$ cat config.mk
export PLATFORM = sky130hd
export DESIGN_NAME = timer_ctrl
export DESIGN_NICKNAME = d
export VERILOG_FILES = /design/src/rtl/timer_ctrl.sv
export SDC_FILE = /design/constraint.sdc
export NUM_CORES = 1
export LEC_CHECK = 0
export CAP_MARGIN = 15
export CORE_ASPECT_RATIO = 1.4
export CORE_MARGIN = 1
export CORE_UTILIZATION = 47
export DETAILED_ROUTE_END_ITERATION = 10
export GPL_ROUTABILITY_DRIVEN = 0
export PLACE_DENSITY = 0.85
export SETUP_SLACK_MARGIN = 0.15
export SYNTH_ARGS = -nofsm -noshare
export SYNTH_HDL_FRONTEND = slang
export SYNTH_SLANG_ARGS = --single-unit
$ cat constraint.sdc
create_clock -name clk_10M -period 2.1 [get_ports clk_10M]
set_input_delay 0.21 -clock clk_10M [delete_from_list [all_inputs] [get_ports clk_10M]]
set_output_delay 0.21 -clock clk_10M [all_outputs]
set_load 0.05 [all_outputs]
$ cat src/rtl/timer_ctrl.sv
// -----------------------------------------------------------------------------
// timer_ctrl
//
// Register-window controller that sequences an external countdown timer.
// Software programs PERIOD, then sets CTRL.en. The block pulses a load to
// the timer, waits one cycle for the timer to absorb the load, and watches
// the count for zero. Each expiry sets sticky status and bumps an event
// counter, and can raise a level interrupt. In periodic mode the block
// reloads the timer automatically; in one-shot mode it returns to idle.
//
// Register map (addr_i):
//   0 CTRL   [0] en, [1] periodic, [2] irq_en        (R/W)
//   1 PERIOD full width, sampled at every reload      (R/W)
//   2 STATUS [0] expired, [1] overrun, [3] err (W1C), [2] busy (RO),
//            [8 +: ECNT_W] expiry count (RO, wraps)
//   3 COUNT  tmr_cuenta_i passthrough                 (RO)
//
// Ports:
//   clk_10M      system clock
//   rst          synchronous active-low reset
//   we_i         register write strobe, one cycle per write
//   addr_i       register select
//   wdata_i      write data
//   rdata_o      read data for the previous cycle's addr_i (registered)
//   irq_o        level interrupt, expired & irq_en (registered)
//   tmr_data_o   load value to the timer (the PERIOD register)
//   tmr_load_o   one-cycle load pulse to the timer (registered)
//   tmr_cuenta_i current timer count; the timer holds at zero
// -----------------------------------------------------------------------------
module timer_ctrl #(
    parameter int CNT_W  = 32,
    parameter int ECNT_W = 8
) (
    input  logic              clk_10M,
    input  logic              rst,
    input  logic              we_i,
    input  logic [1:0]        addr_i,
    input  logic [CNT_W-1:0]  wdata_i,
    output logic [CNT_W-1:0]  rdata_o,
    output logic              irq_o,
    output logic [CNT_W-1:0]  tmr_data_o,
    output logic              tmr_load_o,
    input  logic [CNT_W-1:0]  tmr_cuenta_i
);

    typedef enum logic [2:0] {
        ST_IDLE   = 3'd0,
        ST_LOAD   = 3'd1,
        ST_ARM    = 3'd2,
        ST_RUN    = 3'd3,
        ST_EXPIRE = 3'd4
    } state_t;

    state_t              state_r;
    state_t              state_fsm_s;
    state_t              state_nxt_s;

    logic                en_r;
    logic                periodic_r;
    logic                irq_en_r;
    logic [CNT_W-1:0]    period_r;
    logic                expired_r;
    logic                overrun_r;
    logic                err_r;
    logic [ECNT_W-1:0]   ecnt_r;

    logic                en_nxt_s;
    logic                periodic_nxt_s;
    logic                irq_en_nxt_s;
    logic [CNT_W-1:0]    period_nxt_s;
    logic                expired_nxt_s;
    logic                overrun_nxt_s;
    logic                err_nxt_s;
    logic [ECNT_W-1:0]   ecnt_nxt_s;

    logic                ctrl_wr_s;
    logic                period_wr_s;
    logic                status_wr_s;
    logic                disable_s;
    logic                period_zero_s;
    logic                expire_s;
    logic                busy_s;
    logic                err_set_s;
    logic                en_clr_s;
    logic [CNT_W-1:0]    status_s;
    logic [CNT_W-1:0]    rdata_nxt_s;

    // The timer is always offered the programmed period; it only latches
    // it on a load pulse, so a mid-run PERIOD write lands at the next reload.
    assign tmr_data_o = period_r;

    // Write decode and frequently used state conditions.
    always_comb begin
        ctrl_wr_s     = we_i && (addr_i == 2'd0);
        period_wr_s   = we_i && (addr_i == 2'd1);
        status_wr_s   = we_i && (addr_i == 2'd2);
        disable_s     = ctrl_wr_s && !wdata_i[0];
        period_zero_s = (period_r == {CNT_W{1'b0}});
        expire_s      = (state_r == ST_EXPIRE);
        busy_s        = (state_r != ST_IDLE);
    end

    // Sequencer next state plus the err / en side effects of each transition.
    always_comb begin
        state_fsm_s = state_r;
        err_set_s   = 1'b0;
        en_clr_s    = 1'b0;
        case (state_r)
            ST_IDLE: begin
                if (ctrl_wr_s && wdata_i[0]) begin
                    if (!period_zero_s) begin
                        state_fsm_s = ST_LOAD;
                    end else begin
                        // Refuse to start on a zero period: flag and drop en.
                        err_set_s = 1'b1;
                        en_clr_s  = 1'b1;
                    end
                end else begin
                    state_fsm_s = ST_IDLE;
                end
            end
            ST_LOAD: begin
                state_fsm_s = ST_ARM;
            end
            ST_ARM: begin
                // The count is stale during LOAD; one cycle later it is valid.
                state_fsm_s = ST_RUN;
            end
            ST_RUN: begin
                if (tmr_cuenta_i == {CNT_W{1'b0}}) begin
                    state_fsm_s = ST_EXPIRE;
                end else begin
                    state_fsm_s = ST_RUN;
                end
            end
            ST_EXPIRE: begin
                if (periodic_r) begin
                    if (!period_zero_s) begin
                        state_fsm_s = ST_LOAD;
                    end else begin
                        state_fsm_s = ST_IDLE;
                        err_set_s   = 1'b1;
                        en_clr_s    = 1'b1;
                    end
                end else begin
                    state_fsm_s = ST_IDLE;
                    en_clr_s    = 1'b1;
                end
            end
            default: begin
                state_fsm_s = ST_IDLE;
                en_clr_s    = 1'b1;
            end
        endcase
        // Software disable overrides every transition; status is untouched.
        if (disable_s) begin
            state_nxt_s = ST_IDLE;
        end else begin
            state_nxt_s = state_fsm_s;
        end
    end

    // Next values of the software-visible registers; hardware sets win over W1C.
    always_comb begin
        if (en_clr_s) begin
            en_nxt_s = 1'b0;
        end else if (ctrl_wr_s) begin
            en_nxt_s = wdata_i[0];
        end else begin
            en_nxt_s = en_r;
        end

        if (ctrl_wr_s) begin
            periodic_nxt_s = wdata_i[1];
            irq_en_nxt_s   = wdata_i[2];
        end else begin
            periodic_nxt_s = periodic_r;
            irq_en_nxt_s   = irq_en_r;
        end

        if (period_wr_s) begin
            period_nxt_s = wdata_i;
        end else begin
            period_nxt_s = period_r;
        end

        if (expire_s) begin
            expired_nxt_s = 1'b1;
        end else if (status_wr_s && wdata_i[0]) begin
            expired_nxt_s = 1'b0;
        end else begin
            expired_nxt_s = expired_r;
        end

        // Overrun looks at expired before any same-cycle clear.
        if (expire_s && expired_r) begin
            overrun_nxt_s = 1'b1;
        end else if (status_wr_s && wdata_i[1]) begin
            overrun_nxt_s = 1'b0;
        end else begin
            overrun_nxt_s = overrun_r;
        end

        if (err_set_s) begin
            err_nxt_s = 1'b1;
        end else if (status_wr_s && wdata_i[3]) begin
            err_nxt_s = 1'b0;
        end else begin
            err_nxt_s = err_r;
        end

        if (expire_s) begin
            ecnt_nxt_s = ecnt_r + {{(ECNT_W-1){1'b0}}, 1'b1};
        end else begin
            ecnt_nxt_s = ecnt_r;
        end
    end

    // Read multiplexer over the current register contents.
    always_comb begin
        status_s                = {CNT_W{1'b0}};
        status_s[0]             = expired_r;
        status_s[1]             = overrun_r;
        status_s[2]             = busy_s;
        status_s[3]             = err_r;
        status_s[8 +: ECNT_W]   = ecnt_r;
        rdata_nxt_s             = {CNT_W{1'b0}};
        case (addr_i)
            2'd0: begin
                rdata_nxt_s[2:0] = {irq_en_r, periodic_r, en_r};
            end
            2'd1: begin
                rdata_nxt_s = period_r;
            end
            2'd2: begin
                rdata_nxt_s = status_s;
            end
            2'd3: begin
                rdata_nxt_s = tmr_cuenta_i;
            end
            default: begin
                rdata_nxt_s = {CNT_W{1'b0}};
            end
        endcase
    end

    // State, register file and registered outputs.
    always_ff @(posedge clk_10M) begin
        if (!rst) begin
            state_r    <= ST_IDLE;
            en_r       <= 1'b0;
            periodic_r <= 1'b0;
            irq_en_r   <= 1'b0;
            period_r   <= {CNT_W{1'b0}};
            expired_r  <= 1'b0;
            overrun_r  <= 1'b0;
            err_r      <= 1'b0;
            ecnt_r     <= {ECNT_W{1'b0}};
            rdata_o    <= {CNT_W{1'b0}};
            irq_o      <= 1'b0;
            tmr_load_o <= 1'b0;
        end else begin
            state_r    <= state_nxt_s;
            en_r       <= en_nxt_s;
            periodic_r <= periodic_nxt_s;
            irq_en_r   <= irq_en_nxt_s;
            period_r   <= period_nxt_s;
            expired_r  <= expired_nxt_s;
            overrun_r  <= overrun_nxt_s;
            err_r      <= err_nxt_s;
            ecnt_r     <= ecnt_nxt_s;
            rdata_o    <= rdata_nxt_s;
            // Built from next values so irq and load line up with the state.
            irq_o      <= expired_nxt_s & irq_en_nxt_s;
            tmr_load_o <= (state_nxt_s == ST_LOAD);
        end
    end

endmodule
==> impl_metrics.xml, run 1 <==
<?xml version="1.0" encoding="UTF-8"?>
<metrics>
  <group name="routing">
    <metric name="ant_nets" unit="">0</metric>
    <metric name="wl_per_cell" unit="um">17.0</metric>
    <metric name="drc" unit="">0</metric>
    <metric name="route.final.wire_length" unit="um">10200</metric>
    <metric name="drt_iter0_markers" unit="">219</metric>
    <metric name="viasPerCell" unit="">5.45</metric>
    <metric name="route.vias.total" unit="">3259</metric>
    <metric name="drt_pass1_iterations" unit="">5</metric>
  </group>
  <group name="finish">
    <metric name="drive_gt1_share" unit="%">8.35</metric>
    <metric name="final_design_area_no_fill" unit="um^2">5090</metric>
    <metric name="num_antenna_cells" unit="">0</metric>
    <metric name="area_growth_syn_to_layout" unit="%">47.9</metric>
    <metric name="count_of_fill_cells_added_during_filler_insertion" unit="">538</metric>
    <metric name="nNetsFinal" unit="">568</metric>
  </group>
  <group name="synthesis">
    <metric name="synth_cells" unit="">365</metric>
    <metric name="avgSynthCellArea" unit="um^2">9.42</metric>
    <metric name="synth_top_cells_by_area" unit="">dfxtp_1 (48%), nand2_1 (7.9%), a21boi_0 (6.8%)</metric>
    <metric name="post_synthesis_async_set_or_reset_flop_share" unit="%">0</metric>
    <metric name="synth-seq-area-share" unit="%">48.3</metric>
    <metric name="synth_fp_nets" unit="">435</metric>
    <metric name="synth_edf_count" unit="">0</metric>
    <metric name="yosys-top-cells-count" unit="">dfxtp_1 (83), nand2_1 (72), a21boi_0 (31)</metric>
    <metric name="synth_top_area_share" unit="%">48.3</metric>
    <metric name="synth_flop_cell" unit="">dfxtp_1</metric>
    <metric name="postSynthRegisterBits" unit="">83</metric>
    <metric name="yosys_warnings" unit="">0</metric>
    <metric name="mappedNetlistArea" unit="um^2">3440</metric>
    <metric name="yosys.cell_count.top_type" unit="">dfxtp_1</metric>
    <metric name="netlist-cell-type-count" unit="">39</metric>
    <metric name="netlist.top_cell.by_area" unit="">dfxtp_1</metric>
  </group>
  <group name="hold_path">
    <metric name="min-delay-path-class" unit="">input pin to register</metric>
    <metric name="hold_start" unit="">addr_i[1]</metric>
  </group>
  <group name="clocking">
    <metric name="cts_htree_levels" unit="">3</metric>
    <metric name="max-clock-path-buffers" unit="">2</metric>
    <metric name="clock_sink_count" unit="">83</metric>
    <metric name="clock_latency" unit="ns">0.34</metric>
    <metric name="hold_buf_count_cts" unit="">0</metric>
    <metric name="postCtsSetupBuffers" unit="">0</metric>
    <metric name="cts.repair.resized" unit="">0</metric>
    <metric name="clkTransAtPathRegs" unit="ns">0.08</metric>
    <metric name="cts-buffers-inserted" unit="">9</metric>
    <metric name="clock_tree_from_tritoncts" unit="">done</metric>
    <metric name="cts_root_buf" unit="">clkbuf_8</metric>
  </group>
  <group name="place">
    <metric name="port-buffer-count" unit="">134</metric>
    <metric name="place_hpwl" unit="um">7590</metric>
    <metric name="detailed_place.area" unit="um^2">4880</metric>
  </group>
  <group name="power_and_ir_drop">
    <metric name="p_leak" unit="uW">0.00185</metric>
    <metric name="pwr_density_cell" unit="nW/um^2">679</metric>
    <metric name="irDropWorstVdd" unit="mV">0.446</metric>
  </group>
  <group name="critical_path">
    <metric name="worstPathArrival" unit="ns">1.60</metric>
    <metric name="critical_path.startpoint_type" unit="">register</metric>
    <metric name="crit_path_end_kind" unit="">output pin</metric>
    <metric name="critical_path.max_stage_delay" unit="ns">0.85</metric>
    <metric name="critical_path_buf_inv_count" unit="">1</metric>
    <metric name="critPathTopFamily" unit="">buffers and inverters</metric>
    <metric name="crit_path_top_delay_cell" unit="">clkdlybuf4s50_1</metric>
    <metric name="worst_r2r_startpoint" unit="">tmr_data_o[4]</metric>
    <metric name="worst_setup_path_startpoint" unit="">tmr_data_o[27]</metric>
    <metric name="cp.required" unit="ns">1.89</metric>
    <metric name="crit_path_max_fanout" unit="">4</metric>
    <metric name="criticalPathCategory" unit="">register to output pin</metric>
    <metric name="cp_cell_sequence" unit="">clkdlybuf4s50_1</metric>
  </group>
  <group name="sta">
    <metric name="clock_skews" unit="ns">0.00662</metric>
    <metric name="slew-limit-headroom" unit="%">62.2</metric>
    <metric name="report.final.slew_viol_count" unit="">0</metric>
    <metric name="hold_viol" unit="">0</metric>
    <metric name="max_freq" unit="MHz">553</metric>
    <metric name="worst_slew_pin_slew" unit="ns">0.562</metric>
    <metric name="setup_viol" unit="">0</metric>
    <metric name="min_period_over_period" unit="%">86.1</metric>
    <metric name="unrepaired_setup_endpoints_after_global_routing" unit="">false</metric>
    <metric name="post-route-min-period" unit="ns">1.81</metric>
    <metric name="setup-tns-final" unit="ns">0</metric>
  </group>
  <group name="grt">
    <metric name="first_global_vias" unit="">3243</metric>
    <metric name="grt_overflow_total" unit="">0</metric>
    <metric name="track_usage" unit="%">27.4</metric>
    <metric name="grt_pass1_wl" unit="um">15600</metric>
    <metric name="grt_start_max_net_pins" unit="">30</metric>
    <metric name="number_of_antenna_violations_at_the_first_check_in_global_routing" unit="">0</metric>
  </group>
  <group name="die">
    <metric name="ios" unit="">135</metric>
    <metric name="num_rows" unit="">36</metric>
    <metric name="die_area" unit="um^2">7670</metric>
    <metric name="die_w" unit="um">74.3</metric>
    <metric name="initial_utilization" unit="%">48.9</metric>
    <metric name="design.core.area" unit="um^2">7030</metric>
    <metric name="fp.dieH" unit="um">103</metric>
  </group>
  <group name="status">
    <metric name="result_of_the_run" unit="">complete, no violations</metric>
  </group>
  <group name="run">
    <metric name="maxCapViolations" unit="">0</metric>
  </group>
</metrics>
## logic make-up (layout without fill, tap and decap cells)
group / Yosys count / count (layout) / synth area share (%)
muxes: 34 / 34 / 11.3
and+or+nand+nor: 165 / 165 / 23.8
DFF: 83 / 83 / 48.3
buffers and inverters: 23 / 161 / 3.27
xor gates and xnor gates: 6 / 6 / 1.53
adders and majority gates: 1 / 1 / 0.364
AOI/OAI and AO/OA: 53 / 53 / 11.5
## stage by stage
stage | hold slack, ns | cells | utilization [%] | setup WS, ns | power, uW
finish | 0.405 | 598 | 72.4 | 0.293 | 3450
global route | 0.422 | 598 | 72.4 | 0.247 | 3570
CTS | 0.381 | 598 | 72.4 | 0.271 | 3460
detailed placement | 0.490 | 582 | 69.4 | 0.237 | 2280
global placement | 0.477 | 582 | 69.4 | 0.294 | 2270
floorplan | 0.345 | 365 | - | 0.702 | 1990
## worst min-delay path, stage by stage
cell and delay (ns):
buf_2 0.21, nor3b_4 0.10, nor2_1 0.11, nor4_1 0.07
## report_power, final
group / switching (uW) / internal, uW
sequential: 32.5 / 1620
clock: 542 / 667
combinational: 322 / 271
## cell type report
class	instances	area [um^2]	share of cell area, %
Timing Repair Buffer	145	1430	28.1
Clock buffer	11	131	2.58
Sequential cell	83	1660	32.7
Multi-Input combinational cell	259	1670	32.7
Tap cell	95	119	2.34
Clock inverter	5	77.6	1.53
## sequential cells by signal, indices dropped and copies added, names as in the netlist
| signal | count |
|---|---|
| periodic_r | 1 |
| overrun_r | 1 |
| tmr_load_o | 1 |
| rdata_o | 32 |
| irq_o | 1 |
| expired_r | 1 |
| ecnt_r | 8 |
| tmr_data_o | 32 |
| err_r | 1 |
| en_r | 1 |
| irq_en_r | 1 |
| state_r | 3 |
## path summary, 6_finish.rpt
check | to | cells past startpoint | slack [ns]
worst max-delay path | tmr_data_o[27] | 1 | 0.29
worst min-delay path | en_r | 4 | 0.41
worst max register to register | en_r | 4 | 0.48
worst min register to register | tmr_data_o[7] | 2 | 0.50
## cell usage in the layout, fill, tap and decap left out, drive strengths merged, types with 2 or more instances in the layout
cell type	n
buf	12
and2	10
clkdlybuf4s50	133
nand4	7
or3	3
xor2	2
mux2	9
nor2b	15
mux2i	22
o21ai	2
dfxtp	83
a21boi	35
nor2	25
nor3	6
clkbuf	11
nand3	3
clkinv	2
bufinv	2
mux4	3
nand2	72
xnor2	4
nor3b	2
a22oi	10
nor4	16
## layer usage
layer / GRT usage [%] / routed length [um]
met2: 48.3 / 5330
met5: 0 / 0
met4: 15.2 / 423
met3: 4.36 / 620
met1: 31.2 / 3800
(Power assumes the default switching activity.)
==> inputs of run 2 (changes only) <==
- ABC_AREA: default -> 1
- CAP_MARGIN: 15 -> 20
- CORE_UTILIZATION: 47 -> 44
- PLACE_DENSITY: 0.85 -> 0.8
- clock period: 2.1 -> 1.8 ns (I/O delays scaled with it)
==> run 2 against run 1 <==
Clock skew up 0.0061 ns. Cell count grew 21%. Critical path depth unchanged. Core utilization shrank 6.2 points. Synthesized area grew 1.3%. Setup slack improved by 0.0077 ns. Synthesized cell count increased by 32%. Global-route usage decreased by 1.1 points. Critical path type unchanged.
==> impl_metrics.xml, run 2 <==
<?xml version="1.0" encoding="UTF-8"?>
<metrics>
  <group name="clocking">
    <metric name="clkTransAtPathRegs" unit="ns">0.09</metric>
    <metric name="cts_root_buf" unit="">clkbuf_8</metric>
    <metric name="postCtsSetupBuffers" unit="">0</metric>
    <metric name="clock_tree_from_tritoncts" unit="">done</metric>
    <metric name="cts-buffers-inserted" unit="">9</metric>
    <metric name="max-clock-path-buffers" unit="">2</metric>
    <metric name="clock_latency" unit="ns">0.35</metric>
    <metric name="cts.repair.resized" unit="">47</metric>
    <metric name="cts_htree_levels" unit="">3</metric>
    <metric name="clock_sink_count" unit="">83</metric>
    <metric name="hold_buf_count_cts" unit="">0</metric>
  </group>
  <group name="synthesis">
    <metric name="synth_fp_nets" unit="">550</metric>
    <metric name="synth_edf_count" unit="">0</metric>
    <metric name="synth_top_cells_by_area" unit="">dfxtp_1 (48%), nand2_1 (13%), a21oi_1 (9.3%)</metric>
    <metric name="synth_top_area_share" unit="%">47.7</metric>
    <metric name="netlist-cell-type-count" unit="">31</metric>
    <metric name="synth-seq-area-share" unit="%">47.7</metric>
    <metric name="synth_flop_cell" unit="">dfxtp_1</metric>
    <metric name="mappedNetlistArea" unit="um^2">3480</metric>
    <metric name="postSynthRegisterBits" unit="">83</metric>
    <metric name="netlist.top_cell.by_area" unit="">dfxtp_1</metric>
    <metric name="yosys.cell_count.top_type" unit="">nand2_1</metric>
    <metric name="avgSynthCellArea" unit="um^2">7.26</metric>
    <metric name="yosys_warnings" unit="">0</metric>
    <metric name="post_synthesis_async_set_or_reset_flop_share" unit="%">0</metric>
    <metric name="yosys-top-cells-count" unit="">nand2_1 (118), dfxtp_1 (83), a21oi_1 (65)</metric>
    <metric name="synth_cells" unit="">480</metric>
  </group>
  <group name="sta">
    <metric name="worst_slew_pin_slew" unit="ns">0.583</metric>
    <metric name="report.final.slew_viol_count" unit="">0</metric>
    <metric name="post-route-min-period" unit="ns">1.50</metric>
    <metric name="unrepaired_setup_endpoints_after_global_routing" unit="">false</metric>
    <metric name="slew-limit-headroom" unit="%">61.3</metric>
    <metric name="fin_ws" unit="ns">0.301</metric>
    <metric name="setup_viol" unit="">0</metric>
    <metric name="clock_skews" unit="ns">0.0128</metric>
    <metric name="max_freq" unit="MHz">667</metric>
    <metric name="setup-tns-final" unit="ns">0</metric>
    <metric name="min_period_over_period" unit="%">83.3</metric>
    <metric name="hold_slack" unit="ns">0.411</metric>
    <metric name="hold_viol" unit="">0</metric>
  </group>
  <group name="grt">
    <metric name="grt_start_max_net_pins" unit="">29</metric>
    <metric name="first_global_vias" unit="">3531</metric>
    <metric name="grt_overflow_total" unit="">0</metric>
    <metric name="track_usage" unit="%">26.2</metric>
    <metric name="number_of_antenna_violations_at_the_first_check_in_global_routing" unit="">0</metric>
    <metric name="grt_pass1_wl" unit="um">16800</metric>
  </group>
  <group name="critical_path">
    <metric name="critPathTopFamily" unit="">buffers and inverters</metric>
    <metric name="worstPathArrival" unit="ns">1.32</metric>
    <metric name="critical_path_buf_inv_count" unit="">1</metric>
    <metric name="critical_path.startpoint_type" unit="">register</metric>
    <metric name="criticalPathCategory" unit="">register to output pin</metric>
    <metric name="crit_path_max_fanout" unit="">4</metric>
    <metric name="cp_cell_sequence" unit="">dlygate4sd2_1</metric>
    <metric name="crit_path_end_kind" unit="">output pin</metric>
    <metric name="crit_path_top_delay_cell" unit="">dlygate4sd2_1</metric>
    <metric name="critical_path.max_stage_delay" unit="ns">0.56</metric>
    <metric name="cp.required" unit="ns">1.62</metric>
  </group>
  <group name="die">
    <metric name="initial_utilization" unit="%">45.2</metric>
    <metric name="die_w" unit="um">77.2</metric>
    <metric name="ios" unit="">135</metric>
    <metric name="fp.dieH" unit="um">107</metric>
    <metric name="num_rows" unit="">38</metric>
    <metric name="design.core.area" unit="um^2">7700</metric>
    <metric name="die_area" unit="um^2">8280</metric>
  </group>
  <group name="run">
    <metric name="maxCapViolations" unit="">0</metric>
  </group>
  <group name="hold_path">
    <metric name="min-delay-path-class" unit="">input pin to register</metric>
  </group>
  <group name="power_and_ir_drop">
    <metric name="pwr_density_cell" unit="nW/um^2">762</metric>
    <metric name="irDropWorstVdd" unit="mV">0.474</metric>
    <metric name="p_leak" unit="uW">0.00251</metric>
  </group>
  <group name="place">
    <metric name="port-buffer-count" unit="">134</metric>
    <metric name="place_inst" unit="">706</metric>
    <metric name="dp_slack" unit="ns">0.0727</metric>
    <metric name="place_hpwl" unit="um">7990</metric>
  </group>
  <group name="status">
    <metric name="result_of_the_run" unit="">complete, no violations</metric>
  </group>
  <group name="finish">
    <metric name="mostFrequentLayoutCell" unit="">nand2_1</metric>
    <metric name="nNetsFinal" unit="">687</metric>
    <metric name="post-route-util" unit="%">66.2</metric>
    <metric name="drive_gt1_share" unit="%">7.72</metric>
    <metric name="area_growth_syn_to_layout" unit="%">46.3</metric>
    <metric name="layout_common_cells" unit="">nand2_1 (118), dfxtp_1 (83), clkdlybuf4s50_1 (68)</metric>
    <metric name="instances_no_fill" unit="">722</metric>
    <metric name="num_antenna_cells" unit="">0</metric>
    <metric name="count_of_fill_cells_added_during_filler_insertion" unit="">703</metric>
  </group>
  <group name="routing">
    <metric name="ant_nets" unit="">0</metric>
    <metric name="drc" unit="">0</metric>
    <metric name="route.final.wire_length" unit="um">10700</metric>
    <metric name="drt_pass1_iterations" unit="">5</metric>
    <metric name="wl_per_cell" unit="um">14.8</metric>
    <metric name="drt_iter0_markers" unit="">177</metric>
    <metric name="route.vias.total" unit="">3717</metric>
    <metric name="viasPerCell" unit="">5.15</metric>
  </group>
</metrics>
-- run 2: cell types whose count changed after synthesis, moves of 22 or more --
cell,delta
a21oi_1,+64
nand2_1,+46
inv_1,+39
a21boi_0,-31
nand3_1,+28
nor2_1,+28
o21ai_0,+25
mux2i_1,-22
-- run 2: where the power goes --
group | internal, uW | switching (uW)
Clock | 539 | 658
Sequential | 1900 | 36.5
Combinational | 291 | 461
-- run 2: kinds of logic after synthesis --
| kind of cell | synth area share, % |
|---|---|
| AO/OA/AOI/OAI | 16.2 |
| XOR/XNOR | 0.251 |
| adder cells (fa/ha/maj) | 0.359 |
| buffers and inverters | 8.84 |
| flip-flops | 47.7 |
| AND/OR/NAND/NOR | 26.7 |
-- run 2: final timing paths --
| check | cells after the start | slack, ns | startpoint | endpoint |
|---|---|---|---|---|
| max | 1 | 0.30 | tmr_data_o[1] | tmr_data_o[1] |
| min | 3 | 0.41 | wdata_i[21] | tmr_data_o[21] |
| max reg2reg | 7 | 0.35 | state_r[2] | ecnt_r[7] |
| min reg2reg | 2 | 0.47 | overrun_r | overrun_r |
-- run 2: through the flow --
stage | instance area (um^2) | total power (uW)
2_1_floorplan | 3480 | 2400
3_3_place_gp | 4940 | 2750
3_5_place_dp | 4940 | 2760
4_1_cts | 5050 | 3890
5_1_grt | 5100 | 4030
6_report | 5100 | 3880
-- run 2: per-layer routing --
metal	global-route usage (%)	up-vias	routed length, um
li1	-	1819	-
met1	29.6	1733	4240
met2	47.3	142	5520
met3	4.24	23	636
met4	13.1	0	318
met5	0	-	0
-- run 2: final cells by class --
class / instances / area [um^2] / share of cell area [%]
clock buffers: 12 / 145 / 2.85
clock inverters: 4 / 26.3 / 0.516
inverters: 45 / 169 / 3.31
multi-input cells: 329 / 1510 / 29.7
flip-flops and latches: 83 / 1660 / 32.6
well taps: 100 / 125 / 2.46
repair buffers: 149 / 1460 / 28.6
